==> config.mk <==
export PLATFORM = sky130hd
export DESIGN_NAME = load_store_unit_flat
export DESIGN_NICKNAME = d
export VERILOG_FILES = /design/src/rtl/load_store_unit_if.sv /design/src/rtl/load_store_unit.sv /design/src/flat_wrapper.sv
export SDC_FILE = /design/constraint.sdc
export NUM_CORES = 1
export LEC_CHECK = 0
export ABC_AREA = 1
export CAP_MARGIN = 20
export CORE_MARGIN = 3
export CORE_UTILIZATION = 50
export DETAILED_ROUTE_END_ITERATION = 16
export PLACE_DENSITY = 0.84
export SLEW_MARGIN = 40
export SYNTH_ARGS = -nofsm -noshare
export SYNTH_HDL_FRONTEND = slang
export SYNTH_SLANG_ARGS = --single-unit
==> constraint.sdc <==
create_clock -name clk -period 3.1 [get_ports clk]
set_clock_uncertainty 0.15 [all_clocks]
set_input_delay 0.465 -clock clk [delete_from_list [all_inputs] [get_ports clk]]
set_output_delay 0.465 -clock clk [all_outputs]
set_load 0.005 [all_outputs]
==> src/rtl/load_store_unit_if.sv <==
// Word data-bus between the load/store unit (master) and memory (slave).
// Ready-handshaked: the master holds its request until the slave asserts mem_ready_i.
interface load_store_unit_if;
    logic        mem_req_o;
    logic        mem_we_o;
    logic [31:0] mem_addr_o;
    logic [3:0]  mem_be_o;
    logic [31:0] mem_wdata_o;
    logic        mem_ready_i;
    logic [31:0] mem_rdata_i;

    modport master (
        output mem_req_o, mem_we_o, mem_addr_o, mem_be_o, mem_wdata_o,
        input  mem_ready_i, mem_rdata_i
    );

    modport slave (
        input  mem_req_o, mem_we_o, mem_addr_o, mem_be_o, mem_wdata_o,
        output mem_ready_i, mem_rdata_i
    );
endinterface

==> src/rtl/load_store_unit.sv <==
// Load/store unit: one aligned word-bus beat per decoded memory request, with load extraction.
// Latency 2 cycles minimum (start -> req -> done), plus bus wait states; aborts after TIMEOUT waits.
// Backpressure: holds the bus request until mem_ready_i; new starts are ignored until IDLE.
// Option LSU_MISALIGN_TRAP_EN: misaligned half/word requests complete with err_o, no bus cycle.
module load_store_unit #(
    parameter int TIMEOUT = 255,
    parameter int CNT_W   = 8
) (
    input  logic                    clk,
    input  logic                    reset_n_i,
    input  logic                    start_i,
    input  logic                    addr_valid_i,
    input  logic                    d_we_i,
    input  logic [31:0]             addr_i,
    input  logic [3:0]              mask_i,
    input  logic                    sext_i,
    input  logic [31:0]             wdata_i,
    output logic                    busy_o,
    output logic                    done_o,
    output logic                    err_o,
    output logic [31:0]             load_data_o,
    load_store_unit_if.master       bus
);

    typedef enum logic [1:0] {IDLE, REQ, DONE} state_t;

    localparam logic [CNT_W-1:0] TO_LAST = CNT_W'((TIMEOUT == 0) ? 0 : TIMEOUT - 1);

    state_t           state_q, state_d;
    logic [CNT_W-1:0] cnt_q;
    logic             we_q, sext_q, err_q;
    logic [29:0]      addr_q;
    logic [3:0]       be_q;
    logic [31:0]      wdata_q;
    logic [1:0]       size_q;     // 0 byte, 1 half, 2 word
    logic [1:0]       off_q;
    logic [31:0]      load_q;

    logic             accept, trap, capture, abort;

    // Request decode at acceptance
    logic             is_word, is_half;
    logic [1:0]       off_eff;
    logic [7:0]       be_wide;
    logic [31:0]      wdata_lane;
    logic [1:0]       size_d;

    assign is_word = mask_i[3];
    assign is_half = mask_i[1] & ~mask_i[3];
    assign size_d  = is_word ? 2'd2 : (is_half ? 2'd1 : 2'd0);
    // Without the trap, misaligned accesses are pulled back to natural alignment.
    assign off_eff = is_word ? 2'b00 : (is_half ? {addr_i[1], 1'b0} : addr_i[1:0]);
    assign be_wide = {4'b0000, mask_i} << off_eff;

    always_comb begin
        wdata_lane = wdata_i;
        if (is_half)
            wdata_lane = {2{wdata_i[15:0]}};
        else if (!is_word)
            wdata_lane = {4{wdata_i[7:0]}};
    end

`ifdef LSU_MISALIGN_TRAP_EN
    logic misalign;
    assign misalign = (is_half & addr_i[0]) | (is_word & (addr_i[1:0] != 2'b00));
`endif

    always_ff @(posedge clk or negedge reset_n_i) begin
        if (!reset_n_i) state_q <= IDLE;
        else            state_q <= state_d;
    end

    always_comb begin
        state_d = state_q;
        accept  = 1'b0;
        trap    = 1'b0;
        capture = 1'b0;
        abort   = 1'b0;
        case (state_q)
            IDLE: begin
                if (start_i && addr_valid_i) begin
                    accept  = 1'b1;
                    state_d = REQ;
`ifdef LSU_MISALIGN_TRAP_EN
                    if (misalign) begin
                        trap    = 1'b1;
                        state_d = DONE;
                    end
`endif
                end
            end
            REQ: begin
                if (bus.mem_ready_i) begin
                    capture = 1'b1;
                    state_d = DONE;
                end else if ((TIMEOUT != 0) && (cnt_q == TO_LAST)) begin
                    abort   = 1'b1;
                    state_d = DONE;
                end
            end
            DONE:    state_d = IDLE;
            default: state_d = IDLE;
        endcase
    end

    // Load extraction from the returned word
    logic [31:0] shifted, load_ext;
    assign shifted = bus.mem_rdata_i >> {off_q, 3'b000};

    always_comb begin
        case (size_q)
            2'd0:    load_ext = {{24{sext_q & shifted[7]}},  shifted[7:0]};
            2'd1:    load_ext = {{16{sext_q & shifted[15]}}, shifted[15:0]};
            default: load_ext = shifted;
        endcase
    end

    always_ff @(posedge clk or negedge reset_n_i) begin
        if (!reset_n_i) begin
            cnt_q   <= '0;
            we_q    <= 1'b0;
            sext_q  <= 1'b0;
            err_q   <= 1'b0;
            addr_q  <= '0;
            be_q    <= '0;
            wdata_q <= '0;
            size_q  <= '0;
            off_q   <= '0;
            load_q  <= '0;
        end else begin
            if (accept) begin
                cnt_q   <= '0;
                we_q    <= d_we_i;
                sext_q  <= sext_i;
                err_q   <= trap;
                addr_q  <= addr_i[31:2];
                be_q    <= be_wide[3:0];
                wdata_q <= d_we_i ? wdata_lane : 32'd0;
                size_q  <= size_d;
                off_q   <= off_eff;
            end
            if (state_q == REQ && !capture && !abort)
                cnt_q <= cnt_q + 1'b1;
            if (abort)
                err_q <= 1'b1;
            if (capture && !we_q)
                load_q <= load_ext;
        end
    end

    logic in_req;
    assign in_req = (state_q == REQ);

    assign busy_o      = in_req;
    assign done_o      = (state_q == DONE);
    assign err_o       = done_o & err_q;
    assign load_data_o = load_q;

    assign bus.mem_req_o   = in_req;
    assign bus.mem_we_o    = in_req & we_q;
    assign bus.mem_addr_o  = in_req ? {addr_q, 2'b00} : 32'd0;
    assign bus.mem_be_o    = in_req ? be_q : 4'd0;
    assign bus.mem_wdata_o = in_req ? wdata_q : 32'd0;

endmodule

==> src/flat_wrapper.sv <==
// flat-port wrapper written by rule: the top's interface ports become plain ports
module load_store_unit_flat 
#(
    parameter int TIMEOUT = 255,
    parameter int CNT_W   = 8
)
  (clk, reset_n_i, start_i, addr_valid_i, d_we_i, addr_i, mask_i, sext_i, wdata_i, busy_o, done_o, err_o, load_data_o, bus_mem_req_o, bus_mem_we_o, bus_mem_addr_o, bus_mem_be_o, bus_mem_wdata_o, bus_mem_ready_i, bus_mem_rdata_i);
  load_store_unit_if bus_i ();
  input  logic clk;
  input  logic reset_n_i;
  input  logic start_i;
  input  logic addr_valid_i;
  input  logic d_we_i;
  input  logic [31:0] addr_i;
  input  logic [3:0] mask_i;
  input  logic sext_i;
  input  logic [31:0] wdata_i;
  output logic busy_o;
  output logic done_o;
  output logic err_o;
  output logic [31:0] load_data_o;
  output wire logic [$bits(bus_i.mem_req_o)-1:0] bus_mem_req_o;
  output wire logic [$bits(bus_i.mem_we_o)-1:0] bus_mem_we_o;
  output wire logic [$bits(bus_i.mem_addr_o)-1:0] bus_mem_addr_o;
  output wire logic [$bits(bus_i.mem_be_o)-1:0] bus_mem_be_o;
  output wire logic [$bits(bus_i.mem_wdata_o)-1:0] bus_mem_wdata_o;
  input wire logic [$bits(bus_i.mem_ready_i)-1:0] bus_mem_ready_i;
  input wire logic [$bits(bus_i.mem_rdata_i)-1:0] bus_mem_rdata_i;
  assign bus_mem_req_o = bus_i.mem_req_o;
  assign bus_mem_we_o = bus_i.mem_we_o;
  assign bus_mem_addr_o = bus_i.mem_addr_o;
  assign bus_mem_be_o = bus_i.mem_be_o;
  assign bus_mem_wdata_o = bus_i.mem_wdata_o;
  assign bus_i.mem_ready_i = bus_mem_ready_i;
  assign bus_i.mem_rdata_i = bus_mem_rdata_i;
  load_store_unit #(.TIMEOUT(TIMEOUT), .CNT_W(CNT_W)) u_core (.clk(clk), .reset_n_i(reset_n_i), .start_i(start_i), .addr_valid_i(addr_valid_i), .d_we_i(d_we_i), .addr_i(addr_i), .mask_i(mask_i), .sext_i(sext_i), .wdata_i(wdata_i), .busy_o(busy_o), .done_o(done_o), .err_o(err_o), .load_data_o(load_data_o), .bus(bus_i));
endmodule
==> impl_metrics.yaml, run 1 <==
sta:
  slew_violations: 0
  slew_headroom_pct: 58.8
  timing.fmax_mhz: 358
  setup_tns_ns: 0
  post-route-period-util_pct: 90.0
  tightest_slew_ns: 0.618
  hold_viol: 0
  setup_viol: 0
  rsz0062_at_grt: "no"
  period_minus_slack_ns: 2.79
  holdWs_ns: 0.337
setup_path:
  end_kind: "output pin"
  path_class: "reg2out"
  cp_data_arrival_time_ns: 2.18
  worstPathRequired_ns: 2.48
  start_kind: "register"
  endpoint: "bus_mem_be_o[0]"
  ff2ff_path_depth: 6
  regToRegStartpoint: "u_core.off_q[1]$_DFFE_PN0P_"
  crit_path_max_fanout: 29
  reg2reg_setup_slack_ns: 0.95
  cp-startpoint: "u_core.state_q[0]$_DFFE_PN0P_"
  r2r_end: "u_core.load_data_o[19]$_DFFE_PN0P_"
global_routing:
  grt_util_met2_pct: 43.0
  top_usage_layer: "met2"
  grt_max_degree: 74
  met3_usage_pct: 9.11
  grt_pass1_vias: 6012
  grt_pass1_wl_mm: 29.6
  grt_usage_pct: 26.3
  antenna_found_initial: 0
  use_met1_pct: 33.0
  grt-ovfl-total: 0
drt:
  wl_per_cell_um: 15.0
  dr.pass1.iters: 5
  vias: 6115
  ant_nets: 0
  vias_per_cell: 5.08
  drt-initial-drc-count: 487
  routed_wl_mm: 18.0
  drc: 0
place:
  numPortBuffers: 209
  dp_cells: 1171
  dp_hpwl_mm: 13.1
  place_area_um2: 8290
  place_congestion: 0.886
clock_network:
  cts_tree: "done"
  worstSkewPairLatency_ns: 0.40
  clkTransAtPathRegs_ns: 0.05
  cts_root_buf: "clkbuf_16"
  cts_buffer_depth: 2
  cts_made_buffers: 17
  cts_max_level: 4
  post_cts_resized: 0
  clock_sinks: 115
finish:
  seqCellArea_um2: 2880
  final_layout_size_suffix_gt1_share_pct: 8.20
  fin_cells: 1204
  n_antenna_cell: 0
  synthToLayoutAreaGrowth_pct: 43.5
  n_fill_cell: 909
  multi_input_area_um2: 2510
  final_area_um2: 8910
  fin_nets: 1132
power:
  power_leakage_uw: 0.00424
  peakVddDrop_mv: 0.379
  power.density_nw_per_um2: 757
die:
  ios: 212
  placementRows: 40
  initial_utilization_pct: 51.4
  die_h_um: 117
  dieArea_um2: 13800
  core_area_um2: 12100
  die-width_um: 117
logic_synthesis:
  yosysTopAreaCellShare_pct: 46.4
  synth.distinct_cells: 34
  synth_xor_area_share_pct: 0.141
  synthSimpleGateAreaFrac_pct: 29.1
  synthCells: 829
  synth_compound_area_share_pct: 10.7
  yosys_warnings: 0
  ys_ff_latch: 115
  syn_avg_cell_area_um2: 7.48
  synth_seq_area_share_pct: 46.4
  synth_fa_ha_area_share_pct: 0.403
  syn-cell-area_um2: 6200
  synth_top_family_by_area: "simple AND/OR/NAND/NOR gates"
  synthMuxAreaShare_pct: 0
  synth_top_area_cell: "dfrtp_1"
  synth_area_leaders: "dfrtp_1 46%, nand2_1 12%, inv_1 7.6%"
run:
  cap_violations: 0
run_status:
  status: "finished, final reports clean"
hold_path:
  hp-class: "reg2reg"
[worst min-delay path by stage]
stage                                                     to  slack (ns)                                from  cells past startpoint
after CTS                  u_core.load_data_o[1]$_DFFE_PN0P_        0.34   u_core.load_data_o[1]$_DFFE_PN0P_                      2
after floorplan                 u_core.addr_q[0]$_DFFE_PN0P_        0.02                           reset_n_i                      0
after detailed placement   u_core.load_data_o[4]$_DFFE_PN0P_        0.33   u_core.load_data_o[4]$_DFFE_PN0P_                      2
final                           u_core.size_q[0]$_DFFE_PN0P_        0.34        u_core.size_q[0]$_DFFE_PN0P_                      2
after global routing       u_core.load_data_o[3]$_DFFE_PN0P_        0.36   u_core.load_data_o[3]$_DFFE_PN0P_                      2
after global placement    u_core.load_data_o[15]$_DFFE_PN0P_        0.31  u_core.load_data_o[15]$_DFFE_PN0P_                      2
[kinds of logic after synthesis]
group                    after synthesis
flip-flops                           115
other                                  1
XOR/XNOR                               1
AO/OA/AOI/OAI                        119
buffers and inverters                181
adder cells (fa/ha/maj)                2
AND/OR/NAND/NOR                      410
[worst max-delay path, cell delays in order (launching register included)]
cell and delay (ns):
dfrtp_1 0.38, inv_2 0.08, nor2_4 0.17, inv_2 0.25
buf_12 0.25, nor2_1 0.11, clkdlybuf4s50_1 0.52
[what timing repair did]
action,CTS,global route
hold endpoints to repair,44,0
hold buffers,1,0
buffers inserted,0,0
[report_power, final]
part | switching (uW) | internal [uW]
clock network | 668 | 1320
logic | 1270 | 1200
registers | 257 | 2030
[metrics by stage]
step | utilization [%] | total power (uW) | setup slack, ns
5_1_grt | 73.8 | 7170 | 0.168
4_1_cts | 73.8 | 6790 | 0.286
2_1_floorplan | - | 3620 | 1.40
3_3_place_gp | 68.7 | 4680 | 0.771
6_report | 73.8 | 6740 | 0.310
3_5_place_dp | 68.7 | 4760 | 0.704
[cell usage after synthesis]
master and instances:
a21oi_1 24, a21oi_2 1, a21oi_4 1, buf_1 2, buf_2 20, buf_4 4
buf_6 11, buf_8 1, clkbuf_1 8, clkbuf_2 1, conb_1 1, dfrtp_1 115
ha_1 2, inv_1 125, inv_2 7, inv_4 2, nand2_1 193, nand2_2 2
nand2_4 2, nand3_1 73, nand3_2 2, nand4_1 1, nand4_4 2, nor2_1 104
nor2_4 4, nor3_1 3, nor3_4 1, o211ai_1 10, o21ai_0 60, o21bai_1 1
o22ai_1 22, or2_1 4, or2_2 19, xor2_1 1
[state kept, by name, summed over array words and instances, names as in the netlist]
signal	flops
u_core.addr_q	30
u_core.be_q	4
u_core.cnt_q	8
u_core.err_q	1
u_core.load_data_o	32
u_core.off_q	2
u_core.sext_q	1
u_core.size_q	2
u_core.state_q	2
u_core.wdata_q	32
u_core.we_q	1
[cell usage in the layout, fill, tap and decap left out, types with 4 or more instances in the layout]
cell and count:
a21oi_1 24, buf_4 11, clkbuf_16 17, clkdlybuf4s50_1 208, clkinv_2 5, dfrtp_1 115
inv_1 125, inv_2 7, nand2_1 193, nand3_1 73, nor2_1 104, nor2_4 4
o211ai_1 10, o21ai_0 60, o22ai_1 22, or2_1 4, or2_2 19
[cell type report]
cell class / instances / area share, %
Timing Repair Buffer: 221 / 24.6
Clock buffer: 22 / 5.32
Clock inverter: 10 / 1.46
Inverter: 134 / 5.70
Tap cell: 168 / 2.36
Sequential cell: 115 / 32.3
Multi-Input combinational cell: 534 / 28.2
[metal layers]
layer / routed length (um) / up-vias
met5: 0 / -
met4: 342 / 0
met3: 1750 / 27
met2: 8690 / 273
met1: 7260 / 2855
li1: - / 2960
Power figures use the tool's default switching activity.
==> inputs of run 2 (changes only) <==
HOLD_SLACK_MARGIN = 0.02   (was default)
==> results of run 2 <==
The final DEF is identical to that of run 1; final timing and power are the same.
==> inputs of run 3 (changes only) <==
==> constraint.sdc (replaced) <==
create_clock -name clk -period 3.1 [get_ports clk]
set_clock_uncertainty 0.15 [all_clocks]
set_input_delay 0.465 -clock clk [delete_from_list [all_inputs] [get_ports clk]]
set_output_delay 0.465 -clock clk [all_outputs]
set_load 0.05 [all_outputs]
==> impl_metrics.yaml, run 3 (same netlist as run 1, synthesis figures left out) <==
clock_network:
  cts_max_level: 4
  cts_tree: "done"
  clkTransAtPathRegs_ns: 0.05
  cts_made_buffers: 17
  clock_sinks: 115
  post_cts_buffers: 0
  cts_root_buf: "clkbuf_16"
  cts_buffer_depth: 2
  worstSkewPairLatency_ns: 0.39
setup_path:
  worstPathCellList: "inv_2, nor2_4, inv_2, buf_4, nor2_1, clkdlybuf4s50_1"
  path_class: "reg2out"
  end_kind: "output pin"
  start_kind: "register"
  crit_path_top_delay_cell: "clkdlybuf4s50_1"
  crit_path_max_fanout: 46
  worstPathRequired_ns: 2.48
  path_common_cell: "inv_2"
  cp_data_arrival_time_ns: 2.34
  crit_path_max_incr_delay_ns: 0.82
sta:
  setup_tns_ns: 0
  post-route-period-util_pct: 95.3
  setup_viol: 0
  slew_headroom_pct: 62.7
  timing.fmax_mhz: 338
  rsz0062_at_grt: "no"
  hold_viol: 0
  period_minus_slack_ns: 2.96
  slew_violations: 0
  tightest_slew_ns: 0.558
  setup_slack_ns: 0.145
global_routing:
  grt_pass1_wl_mm: 29.0
  grt_pass1_vias: 5866
  grt-ovfl-total: 0
  grt_usage_pct: 25.7
  grt_max_degree: 80
  antenna_found_initial: 0
finish:
  final_layout_size_suffix_gt1_share_pct: 8.12
  n_antenna_cell: 0
  layout_common_cells: "208 x clkdlybuf4s50_1, 193 x nand2_1, 125 x inv_1"
  final_common_cell: "clkdlybuf4s50_1"
  fin_util_pct: 73.7
  synthToLayoutAreaGrowth_pct: 43.2
  fin_nets: 1131
hold_path:
  hp-class: "reg2reg"
drt:
  vias_per_cell: 4.94
  drc: 0
  dr.pass1.iters: 6
  ant_nets: 0
  drt-initial-drc-count: 618
  routed_wl_mm: 17.5
  vias: 5937
  wl_per_cell_um: 14.5
die:
  die-width_um: 117
  initial_utilization_pct: 51.4
  placementRows: 40
  die_h_um: 117
  core_area_um2: 12100
  dieArea_um2: 13800
  ios: 212
run_status:
  status: "finished, final reports clean"
run:
  cap_violations: 0
place:
  dp_hpwl_mm: 12.5
  dpl_worst_slack_ns: 0.558
  place_congestion: 0.917
  numPortBuffers: 209
power:
  peakVddDrop_mv: 0.400
  power_leakage_uw: 0.00422
  power.density_nw_per_um2: 874
-- run 3: cell count changes in the layout (fill, tap and decap cells not counted), sizes merged --
cell	change
bufinv	-1
buf	-1
clkinvlp	+1
clkbuf	-1
-- run 3: layout make-up --
class                   instances  area (um2)
clock inverters                10         108
flip-flops and latches        115        2880
clock buffers                  21         470
well taps                     168         210
fillers                       929        3180
multi-input cells             534        2510
inverters                     134         508
repair buffers                220        2200
-- run 3: path summary, 6_finish.rpt --
kind | cells after the start | slack, ns | from | endpoint
min reg2reg | 2 | 0.33 | u_core.load_data_o[0]$_DFFE_PN0P_ | u_core.load_data_o[0]$_DFFE_PN0P_
max | 6 | 0.14 | u_core.state_q[0]$_DFFE_PN0P_ | bus_mem_addr_o[21]
min | 2 | 0.33 | u_core.load_data_o[0]$_DFFE_PN0P_ | u_core.load_data_o[0]$_DFFE_PN0P_
max reg2reg | 6 | 1.01 | u_core.off_q[1]$_DFFE_PN0P_ | u_core.load_data_o[17]$_DFFE_PN0P_
min in group asynchronous | 2 | 0.44 | reset_n_i | u_core.load_data_o[13]$_DFFE_PN0P_
max in group asynchronous | 3 | 1.58 | reset_n_i | u_core.wdata_q[0]$_DFFE_PN0P_
-- run 3: worst max-delay path, delay by kind of cell, from the launching register on --
kind                   cells  cell delay (ns)
and+or+nand+nor            2             0.33
buffers and inverters      4             1.20
DFF                        1             0.39
-- run 3: routing by layer --
metal	GRT usage [%]	wire, um
met1	32.8	7320
met2	42.5	8460
met3	7.57	1460
met4	7.55	231
met5	0	0
-- run 3: through the flow --
step	instance area, um2	total power (uW)	hold WS [ns]	instances
final	8880	7760	0.326	1202
after CTS	8880	7800	0.331	1202
after global routing	8880	8200	0.362	1202
after detailed placement	8300	5870	0.316	1170
after floorplan	6210	4750	0.0194	830
after global placement	8300	5810	0.312	1170
-- run 3: where the power goes --
group          internal, uW  switching [uW]  total [uW]
logic                  1200            2400        3600
clock network          1230             664        1900
registers              2030             242        2270
-- run 3: what timing repair did --
action / in CTS / in global routing
hold endpoints to repair: 37 / 0
hold buffers: 1 / 0
resized for setup: 0 / 0
